$ cat src/rtl/led_shift_receiver.sv
// Oversampling receiver for the three-wire LED link (data / shift clock / latch).
// Behaves like a 74HC595 shift/latch register in the local clk domain and flags malformed frames.
module led_shift_receiver #(
    parameter int unsigned WIDTH       = 8,
    parameter int unsigned SYNC_STAGES = 2,
    localparam int unsigned CW         = $clog2(2*WIDTH+1)
) (
    input  logic             clk,
    input  logic             rst_n,
    input  logic             ser_data,
    input  logic             ser_clk,
    input  logic             ser_latch,
    output logic [WIDTH-1:0] q,
    output logic             frame_valid,
    output logic [CW-1:0]    bit_count,
    output logic             short_frame,
    output logic             long_frame
);

    localparam int unsigned SAT = 2*WIDTH;

    logic [SYNC_STAGES-1:0] data_sync_q;
    logic [SYNC_STAGES-1:0] clk_sync_q;
    logic [SYNC_STAGES-1:0] latch_sync_q;
    logic                   clk_dly_q;
    logic                   latch_dly_q;

    logic [WIDTH-1:0] sreg_q,  sreg_d;
    logic [WIDTH-1:0] word_q,  word_d;
    logic [CW-1:0]    cnt_q,   cnt_d;
    logic             fv_q,    fv_d;
    logic             short_q, short_d;
    logic             long_q,  long_d;

    logic data_s;
    logic shift_ev;
    logic latch_ev;

    // Per-line synchronizers plus one delayed copy for rising-edge detection
    always_ff @(posedge clk or negedge rst_n) begin
        if (!rst_n) begin
            data_sync_q  <= '0;
            clk_sync_q   <= '0;
            latch_sync_q <= '0;
            clk_dly_q    <= 1'b0;
            latch_dly_q  <= 1'b0;
        end else begin
            data_sync_q  <= {data_sync_q[SYNC_STAGES-2:0], ser_data};
            clk_sync_q   <= {clk_sync_q[SYNC_STAGES-2:0], ser_clk};
            latch_sync_q <= {latch_sync_q[SYNC_STAGES-2:0], ser_latch};
            clk_dly_q    <= clk_sync_q[SYNC_STAGES-1];
            latch_dly_q  <= latch_sync_q[SYNC_STAGES-1];
        end
    end

    assign data_s   = data_sync_q[SYNC_STAGES-1];
    assign shift_ev = clk_sync_q[SYNC_STAGES-1] & ~clk_dly_q;
    assign latch_ev = latch_sync_q[SYNC_STAGES-1] & ~latch_dly_q;

    // Shift applies before latch so a coincident latch captures the new bit
    always_comb begin
        sreg_d  = sreg_q;
        word_d  = word_q;
        cnt_d   = cnt_q;
        fv_d    = 1'b0;
        short_d = short_q;
        long_d  = long_q;
        if (shift_ev) begin
            sreg_d = {sreg_q[WIDTH-2:0], data_s};
            if (cnt_q != CW'(SAT)) begin
                cnt_d = cnt_q + CW'(1);
            end
        end
        if (latch_ev) begin
            word_d  = sreg_d;
            fv_d    = 1'b1;
            short_d = (cnt_d < CW'(WIDTH));
            long_d  = (cnt_d > CW'(WIDTH));
            cnt_d   = '0;
        end
    end

    always_ff @(posedge clk or negedge rst_n) begin
        if (!rst_n) begin
            sreg_q  <= '0;
            word_q  <= '0;
            cnt_q   <= '0;
            fv_q    <= 1'b0;
            short_q <= 1'b0;
            long_q  <= 1'b0;
        end else begin
            sreg_q  <= sreg_d;
            word_q  <= word_d;
            cnt_q   <= cnt_d;
            fv_q    <= fv_d;
            short_q <= short_d;
            long_q  <= long_d;
        end
    end

    assign q           = word_q;
    assign frame_valid = fv_q;
    assign bit_count   = cnt_q;
    assign short_frame = short_q;
    assign long_frame  = long_q;

endmodule
$ cat config.mk
export PLATFORM = sky130hd
export DESIGN_NAME = led_shift_receiver
export DESIGN_NICKNAME = d
export VERILOG_FILES = /design/src/rtl/led_shift_receiver.sv
export SDC_FILE = /design/constraint.sdc
export NUM_CORES = 1
export LEC_CHECK = 0
export ABC_AREA = 1
export CAP_MARGIN = 20
export CORE_UTILIZATION = 35
export CTS_CLUSTER_SIZE = 14
export DETAILED_ROUTE_END_ITERATION = 16
export GPL_ROUTABILITY_DRIVEN = 0
export MAX_ROUTING_LAYER = met4
export SLEW_MARGIN = 20
export SYNTH_ARGS = -nofsm -noshare
export SYNTH_HDL_FRONTEND = slang
export SYNTH_SLANG_ARGS = --single-unit
$ cat constraint.sdc
create_clock -name clk -period 1.75 [get_ports clk]
set_input_delay 0.35 -clock clk [delete_from_list [all_inputs] [get_ports clk]]
set_output_delay 0.35 -clock clk [all_outputs]
set_load 0.05 [all_outputs]
* Word level (Yosys, flattened, before mapping) *
Index checks and enable logic that the tools add are counted.

word-level totals
  logic and storage cells = 24
  register bits = 32
  output and inout bits = 16

cells by class
  muxes and demuxes = 5
  $lt $le $gt $ge = 2
  bitwise gates (word level) = 4
  eq/ne operators = 1
  $add $sub $neg = 1

operator list
  kind                                                count
  two-way mux 5 bit                                   3
  two-way mux 8 bit                                   1
  adder 5 x 1 -> 5 bit, second input constant         1
  > comparator 5 x 4 -> 1 bit, second input constant  1
  < comparator 5 x 4 -> 1 bit, second input constant  1
  != test 5 bit, second input constant                1
  AND 1 bit                                           2
  inverter 1 bit                                      2
  two-way mux 1 bit                                   1

* Longest topological paths before layout *
Gate-level depths: netlist of the first run.

  word-level depth = 4
  gate-level depth with buffers = 12
  depth with buffers taken out = 12

* Worst setup path after synthesis of the first run *
OpenSTA, ideal clock, no wires.

  path kind = register to register
  start = register cnt_q[0], in the netlist bit_count[0]
  end = register long_q, in the netlist long_frame
  stages on the path, launching flop included = 13
  arrival time = 1.588 ns
  library setup time = 0.118 ns
  setup slack = 0.044 ns
  path buffers = 0
  cell sequence = dfrtp_1 inv_1 ha_1 nand2_1 inv_1 nand2_1 nand2_1 nand2_1 nand2_1 nor2_1 nand3_1 nand2_1 nand2_1

between the ends
  word-level cells in the longest chain between the ends = 4
  elaborated cells between the ends (all ways) = 5

ends and longest elaborated chain
  what                                                          RTL line  RTL
  start: declaration                                            30        logic [CW-1:0] cnt_q, cnt_d;
  start signal: assignment                                      94        cnt_q <= cnt_d;
  adder 5 x 1 -> 5 bit / != test 5 bit (equally long branches)  71, 70
  two-way mux 5 bit                                             70        if (cnt_q != CW'(SAT)) begin
  two-way mux 5 bit (*)                                         68        if (shift_ev) begin
  > comparator 5 x 4 -> 1 bit (*)                               78        long_d = (cnt_d > CW'(WIDTH));
  end signal: assignment                                        97        long_q <= long_d;
  end: declaration                                              33        logic long_q, long_d;

Mark *: on every way between the ends. The rest lies on a longest branch, timed or not.
A chain may end at the register's enable or synchronous reset.

* Final worst setup path of the first run *
Same ends and word-level chain as after synthesis.

==> results of run 1 <==
==> logic make-up (layout without fill, tap and decap cells) <==
group           Yosys count  count (layout)  synth area share
buf+inv                  17              44            0.0650
fa+ha+maj                 2               2            0.0200
flops                    32              32             0.640
compound gates           13              13            0.0640
simple gates             66              66             0.211
==> layout make-up <==
class,instances,area (sq um)
Fill cell,329,1870
Multi-Input combinational cell,81,369
Tap cell,46,57.6
Sequential cell,32,801
Inverter,13,48.8
Clock buffer,8,58.8
Timing Repair Buffer,23,183
==> stage by stage <==
stage	hold slack, ps	area [sq um]	power, uW
2_1_floorplan	54.4	1250	1160
3_3_place_gp	333	1460	1290
3_5_place_dp	342	1460	1290
4_1_cts	360	1520	1730
5_1_grt	364	1520	1810
6_report	357	1520	1710
==> power by group <==
| part | internal (uW) | leakage (uW) | switching, uW | total [uW] |
|---|---|---|---|---|
| Combinational | 121 | 0.000347 | 276 | 397 |
| Clock | 198 | 0.0000326 | 236 | 434 |
| Sequential | 826 | 0.000398 | 50.7 | 877 |
| Total | 1150 | 0.000778 | 563 | 1710 |
==> placed cells by master, fill, tap and decap left out, drive strengths merged <==
master and count:
nor2 19, o21a 1, clkbuf 8, buf 19, o21bai 1, o21ai 3, a31oi 6, o211ai 1
clkdlybuf4s50 4, ha 2, dfrtp 32, inv 13, nand3 5, a21oi 1, nand2 42
==> metal layers <==
layer	up-vias	routed length (um)	global-route usage
li1	458	-	-
met1	445	983	0.163
met2	32	1140	0.226
met3	5	137	0.0642
met4	0	46	0.0730
met5	-	0	-
==> final timing paths <==
check	start	to	slack, ps	cells past startpoint
min in group asynchronous	rst_n	bit_count[0]$_DFF_PN0_	400	2
max in group asynchronous	rst_n	frame_valid$_DFF_PN0_	1050	2
max reg2reg	bit_count[0]$_DFF_PN0_	long_frame$_DFFE_PN0P_	270	12
min reg2reg	clk_sync_q[0]$_DFF_PN0_	clk_sync_q[1]$_DFF_PN0_	360	0
max	bit_count[0]$_DFF_PN0_	long_frame$_DFFE_PN0P_	270	12
min	clk_sync_q[0]$_DFF_PN0_	clk_sync_q[1]$_DFF_PN0_	360	0
==> registers in the layout, summed over array words and instances (netlist names) <==
name          cells
long_frame        1
sreg_q            8
bit_count         5
q                 8
short_frame       1
frame_valid       1
clk_sync_q        2
latch_sync_q      2
clk_dly_q         1
latch_dly_q       1
data_sync_q       2
==> impl_metrics.yaml, run 1 <==
sta:
  postLayoutSetupSlackWorst_ps: 265
  finalCritPeriodShare: 0.848
  finalSetupViolCount: 0
  tightest_slew_ps: 395
  tns_ps: 0
  worst_slew_margin_rel: 0.736
  hold_viol_final: 0
  finalMaxSlewViolations: 0
  clock.fmax_mhz: 673
  grt_setup_unrepaired: "no"
  finalCriticalPeriod_ps: 1480
  skew_ps: 7.47
drt:
  first_pass_iters: 4
  first_iter_violations: 36
  finalWirelength_mm: 2.31
  via_count: 940
  via_per_inst: 4.63
  antenna_left: 0
  routedWlPerCell_um: 11.4
  drcViolationCount: 0
die:
  die_y_um: 61.8
  row_count: 21
  io_pins: 21
  start_util: 0.369
  core_area_sq_um: 3390
  dieArea_sq_um: 3820
  chipWidth_um: 61.8
synthesis:
  avgSynthCellArea_sq_um: 9.62
  synth-edff-count: 0
  ys_warn_count: 0
  synth_nets: 137
  yosys_most_used_dff: "dfrtp_1"
  ys_top_cells_by_area: "dfrtp_1, nand2_1, nor2_1, inv_1, a31oi_1"
  yosys.area.top_type: "dfrtp_1"
  synth_most_common_cell: "nand2_1"
  synthesis.area_sq_um: 1250
  synthArstFlopShare: 1.00
  synth_top_area_share: 0.640
  syn_inst: 130
  synth-seq-cells: 32
  seq_area_frac_synth: 0.640
  synth.distinct_cells: 19
  synthTopCellsByCount: "nand2_1, dfrtp_1, nor2_1"
critical_path:
  crit_fanout: 5
  critical_path.slowest_cell: "dfrtp_1"
  cp_cell_sequence: "inv_1 > ha_1 > nand2_1 > inv_1 > nand2_1 > nand2_1 > nand2_1 > nand2_1 > nor2_1 > nand3_1 > nand2_1 > nand2_1"
  worstSetupPathType: "flip-flop to flip-flop"
  start_kind: "flip-flop"
  cp.required_ps: 1980
  arrival_ps: 1710
  cp-end-kind: "flip-flop"
  crit_top_cell: "nand2_1"
  cpPeakStageDelay_ps: 440
  worst-path-buf-inv: 2
  crit_family: "simple AND/OR/NAND/NOR gates"
global_routing:
  grtUsageTotal: 0.147
  antenna_found_initial: 0
  grt_remaining_overflow: 0
  grt_pass1_vias: 886
  grt_first_pass_wirelength_mm: 3.78
  grt_start_max_net_pins: 33
cells_and_area:
  syn2layout_area_growth_pct: 21.3
  antenna_cells: 0
  utilization: 0.448
  final_cell_count_no_fill: 203
  layout-drive-gt1-share: 0.191
  nets: 163
clock_network:
  clock_sinks: 32
  cts_resized: 0
  cts_buffer_depth: 2
  postCtsSetupBuffers: 0
  cts.reportedPaths.clkPinSlew_ps: 100
  ctsHtreeMaxLevel: 2
  clock_latency_ps: 330
  clock-root-buffer: "clkbuf_4"
  cts_hold_buf: 0
  cts_tree: "yes"
  cts-buffers-inserted: 5
hold_path:
  hold_class: "flip-flop to flip-flop"
pwr:
  powerDensity_nw_per_um2: 1130
  cellLeakagePower_uw: 0.000778
  vdd_drop_max_v: 0.000569
placement:
  hpwlAfterDp_mm: 1.61
  preCtsSetupSlack_ps: 284
  dp.cells: 195
  port_buffers: 20
status:
  status: "complete, no violations"
run:
  maxCapViolCount: 0
(Power assumes the default switching activity.)
==> run 2, diff against run 1 <==
==> constraint.sdc (replaced) <==
create_clock -name clk -period 1.5 [get_ports clk]
set_input_delay 0.3 -clock clk [delete_from_list [all_inputs] [get_ports clk]]
set_output_delay 0.3 -clock clk [all_outputs]
set_load 0.05 [all_outputs]
==> run 2 against run 1 <==
Total power rose by 27%. Sequential power up 20%. Routed wire length decreased by 5.5%. Final area up 16%. Global-route usage down 0.77 points. Via count shrank 2.2%. Non-clock buffer count increased by 3. Combinational power grew 55%.
==> impl_metrics.yaml, run 2 (synthesized netlist as in run 1, its figures left out) <==
clock_network:
  clock_sinks: 32
  cts.reportedPaths.clkPinSlew_ps: 100
  cts_tree: "yes"
  cts_hold_buf: 0
  cts_buffer_depth: 2
  cts-buffers-inserted: 5
  clock-root-buffer: "clkbuf_4"
  clock_latency_ps: 330
  ctsHtreeMaxLevel: 2
placement:
  port_buffers: 20
  hpwlAfterDp_mm: 1.57
cells_and_area:
  regArea_sq_um: 803
  antenna_cells: 0
  fillers: 312
  layout-drive-gt1-share: 0.244
  multiInputGateArea_sq_um: 372
  final_common_cell: "nand2_1"
  final_cell_mix: "nand2_1, dfrtp_1, nor2_1"
  nets: 166
  syn2layout_area_growth_pct: 40.7
sta:
  finalCritPeriodShare: 0.926
  hold_viol_final: 0
  skew_ps: 10.4
  finalMaxSlewViolations: 0
  grt_setup_unrepaired: "no"
  finalSetupViolCount: 0
  tns_ps: 0
  worst_slew_margin_rel: 0.837
  clock.fmax_mhz: 720
  tightest_slew_ps: 242
  finalCriticalPeriod_ps: 1390
critical_path:
  start_kind: "flip-flop"
  crit_fanout: 5
  reg2reg_depth: 9
  cp-end-kind: "flip-flop"
  arrival_ps: 1620
  worstSetupPathType: "flip-flop to flip-flop"
  cp.required_ps: 1730
run:
  maxCapViolCount: 0
drt:
  via_per_inst: 4.46
  first_pass_iters: 4
  via_count: 919
  drcViolationCount: 0
  first_iter_violations: 39
  antenna_left: 0
  finalWirelength_mm: 2.19
  routedWlPerCell_um: 10.6
global_routing:
  grtUsageTotal: 0.140
  antenna_found_initial: 0
  grt_remaining_overflow: 0
  grt_pass1_vias: 811
  grt_start_max_net_pins: 33
  grt_first_pass_wirelength_mm: 3.53
die:
  start_util: 0.369
  die_y_um: 61.8
  row_count: 21
  dieArea_sq_um: 3820
  core_area_sq_um: 3390
  io_pins: 21
  chipWidth_um: 61.8
hold_path:
  hold_class: "input port to async pin"
pwr:
  powerDensity_nw_per_um2: 1230
  cellLeakagePower_uw: 0.000862
  finalPower_uw: 2160
  vdd_drop_max_v: 0.000618
status:
  status: "complete, no violations"
==> run 2: changes by cell type in the layout (fill, tap and decap cells not counted) <==
cell | previous run | this run
buf_4 | 19 | 5
inv_2 | 2 | 3
dfrtp_1 | 32 | 30
buf_12 | 0 | 17
clkinv_2 | 0 | 2
nand2_2 | 1 | 2
inv_1 | 11 | 10
clkbuf_1 | 2 | 0
nand2_1 | 41 | 40
dfrtp_2 | 0 | 2
==> run 2: stage by stage <==
step / hold slack, ps / instance area (sq um) / setup slack, ps / cells / utilization
2_1_floorplan: 4.41 / 1250 / 12.2 / 130 / -
3_3_place_gp: 332 / 1680 / 133 / 196 / 0.496
3_5_place_dp: 336 / 1680 / 83.7 / 196 / 0.496
4_1_cts: 312 / 1740 / 86.7 / 204 / 0.514
5_1_grt: 321 / 1760 / 0.305 / 206 / 0.519
6_report: 325 / 1760 / 111 / 206 / 0.519
==> run 2: worst paths after layout <==
kind | from | to | slack (ps)
max | bit_count[0]$_DFF_PN0_ | long_frame$_DFFE_PN0P_ | 110
min | rst_n | q[4]$_DFFE_PN0P_ | 330
max reg2reg | bit_count[0]$_DFF_PN0_ | long_frame$_DFFE_PN0P_ | 110
min reg2reg | clk_sync_q[0]$_DFF_PN0_ | clk_sync_q[1]$_DFF_PN0_ | 350
max in group asynchronous | rst_n | bit_count[0]$_DFF_PN0_ | 1000
min in group clk | clk_sync_q[0]$_DFF_PN0_ | clk_sync_q[1]$_DFF_PN0_ | 350
==> run 2: report_power, final <==
group	internal (uW)	switching, uW	leakage, uW
Clock	223	279	0.0000380
Sequential	965	80.6	0.000395
Combinational	285	332	0.000429
Total	1470	691	0.000862
==> run 2: what timing repair did <==
action | in CTS | in global routing
resized for setup | 0 | 1
buffers inserted | 0 | 2
setup endpoints to repair | 0 | 1
==> run 2: layout make-up <==
type / count / share of cell area
Multi-Input combinational cell: 81 / 0.211
Tap cell: 46 / 0.0327
Clock inverter: 2 / 0.00569
Timing Repair Buffer: 26 / 0.237
Inverter: 13 / 0.0277
Sequential cell: 32 / 0.456
Clock buffer: 6 / 0.0291
==> run 2: worst max-delay path: stages, from the launching register on <==
cell      delay [ps]
dfrtp_2          450
inv_2             80
ha_1             140
nand2_1           50
inv_1             70
nand2_2           70
o211ai_1         230
nand3_1          100
nand2_1           60
nand2_1           40
==> run 2: layer usage <==
metal,routed length (um),global-route usage
met1,974,0.157
met2,1060,0.212
met3,85,0.0435
met4,61,0.0952
met5,0,-
==> run 3, diff against run 2 <==
--- a/config.mk
+++ b/config.mk
@@ -7,11 +7,14 @@
 export LEC_CHECK = 0
 export ABC_AREA = 1
 export CAP_MARGIN = 20
-export CORE_UTILIZATION = 35
+export CELL_PAD_IN_SITES_DETAIL_PLACEMENT = 1
+export CELL_PAD_IN_SITES_GLOBAL_PLACEMENT = 2
+export CORE_UTILIZATION = 31
 export CTS_CLUSTER_SIZE = 14
 export DETAILED_ROUTE_END_ITERATION = 16
 export GPL_ROUTABILITY_DRIVEN = 0
 export MAX_ROUTING_LAYER = met4
+export PLACE_DENSITY = 0.77
 export SLEW_MARGIN = 20
 export SYNTH_ARGS = -nofsm -noshare
 export SYNTH_HDL_FRONTEND = slang
==> run 3 against run 2 <==
Cell count is 0.97% higher. Global-route usage increased by 1.9 points. Combinational power up 3.6%. Critical path depth increased by 3. Critical path type unchanged.
==> impl_metrics.yaml, run 3 (synthesized netlist as in run 1, its figures left out) <==
clock_network:
  clock_sinks: 32
  cts.reportedPaths.clkPinSlew_ps: 60
  cts_hold_buf: 0
  cts_buffer_depth: 2
  clock_latency_ps: 280
  clock-root-buffer: "clkbuf_8"
  ctsHtreeMaxLevel: 2
  cts_tree: "yes"
  cts-buffers-inserted: 5
drt:
  drcViolationCount: 0
  routedWlPerCell_um: 13.4
  antenna_left: 0
  via_per_inst: 4.61
  wl_met3_um: 107
  finalWirelength_mm: 2.79
  wl_met2_mm: 1.37
  wl_met1_mm: 1.25
  first_iter_violations: 54
  via_count: 959
  routed.top_layer: "met4"
  first_pass_iters: 3
global_routing:
  grt_pass1_vias: 1047
  antenna_found_initial: 0
  grt_start_max_net_pins: 33
  grt_first_pass_wirelength_mm: 4.75
  grt_remaining_overflow: 0
  grtUsageTotal: 0.159
sta:
  hold_viol_final: 0
  finalSetupViolCount: 0
  finalMaxSlewViolations: 0
  worst_slew_margin_rel: 0.815
  finalCriticalPeriod_ps: 1440
  finalCritPeriodShare: 0.958
  skew_ps: 1.97
  clock.fmax_mhz: 696
  tightest_slew_ps: 278
critical_path:
  worstSetupPathType: "flip-flop to flip-flop"
  worstSetupStartpoint: "bit_count[1]$_DFF_PN0_"
  reg2reg_slack_ps: 60
  r2r-end: "long_frame$_DFFE_PN0P_"
  worstSetupEndpoint: "long_frame$_DFFE_PN0P_"
  cp-end-kind: "flip-flop"
  crit_fanout: 4
  reg2reg_from: "bit_count[1]$_DFF_PN0_"
  reg2reg_depth: 12
  arrival_ps: 1610
  start_kind: "flip-flop"
  cp.required_ps: 1670
cells_and_area:
  utilization: 0.486
  antenna_cells: 0
  fillers: 417
  nets: 166
  final_common_cell: "nand2_1"
  syn2layout_area_growth_pct: 46.4
  final_cell_mix: "nand2_1, dfrtp_1, nor2_1, buf_12, inv_1"
  fin_area_sq_um: 1830
  layout-drive-gt1-share: 0.288
run:
  maxCapViolCount: 0
status:
  status: "complete, no violations"
pwr:
  vdd_drop_max_v: 0.000712
  powerDensity_nw_per_um2: 1310
  cellLeakagePower_uw: 0.000875
  finalPower_uw: 2400
die:
  io_pins: 21
  start_util: 0.332
  row_count: 22
  core_area_sq_um: 3770
  die_y_um: 65.5
  chipWidth_um: 65.5
  dieArea_sq_um: 4290
placement:
  placed_area_sq_um: 1690
  port_buffers: 20
  hpwlAfterDp_mm: 1.95
hold_path:
  hold_class: "flip-flop to flip-flop"
[run 3: area by class of cell]
cell class / count / area (sq um) / area share
inverters: 13 / 48.8 / 0.0266
flip-flops and latches: 32 / 803 / 0.439
repair buffers: 26 / 418 / 0.228
well taps: 48 / 60.1 / 0.0328
multi-input cells: 81 / 402 / 0.219
clock buffers: 8 / 100 / 0.0546
[run 3: routing by layer]
metal	track usage	up-vias
li1	-	464
met1	0.183	472
met2	0.245	17
met3	0.0521	6
met4	0.0842	0
met5	-	-
[run 3: worst min-delay path by stage]
stage / slack (ps) / endpoint / cells after the start / startpoint
6_report: 350 / clk_sync_q[1]$_DFF_PN0_ / 0 / clk_sync_q[0]$_DFF_PN0_
5_1_grt: 360 / clk_sync_q[1]$_DFF_PN0_ / 0 / clk_sync_q[0]$_DFF_PN0_
3_5_place_dp: 340 / clk_sync_q[1]$_DFF_PN0_ / 0 / clk_sync_q[0]$_DFF_PN0_
3_3_place_gp: 330 / latch_sync_q[1]$_DFF_PN0_ / 0 / latch_sync_q[0]$_DFF_PN0_
2_1_floorplan: 4 / bit_count[0]$_DFF_PN0_ / 0 / rst_n
4_1_cts: 350 / clk_sync_q[1]$_DFF_PN0_ / 0 / clk_sync_q[0]$_DFF_PN0_
[run 3: critical path, stage by stage, from the launching register on]
cell,delay (ps)
dfrtp_2,410
inv_2,70
ha_4,150
nand2_1,60
inv_1,60
nand2_2,90
nand2_2,70
nand2_2,90
nand2_2,60
nor2_2,90
nand3_1,60
nand2_1,60
nand2_1,50
[run 3: stage by stage]
stage	setup WS, ps	hold WS [ps]	TNS (ps)	std cells
floorplan	12.2	4.41	0	130
global placement	109	334	0	199
detailed placement	11.4	339	0	199
CTS	20.4	353	0	208
global route	-52.3	356	-52.3	208
finish	63.3	349	0	208
[run 3: where the power goes]
| group | switching, uW | internal, uW | total, uW | leakage (uW) |
|---|---|---|---|---|
| Clock | 291 | 418 | 709 | 0.0000515 |
| Sequential | 84.7 | 967 | 1050 | 0.000395 |
| Combinational | 348 | 289 | 638 | 0.000428 |
[run 3: what timing repair did]
item                       4_1_cts  5_1_grt
setup endpoints to repair        1        1
buffers inserted                 1        0
gates resized for setup          0       10
pin swaps                        0        5
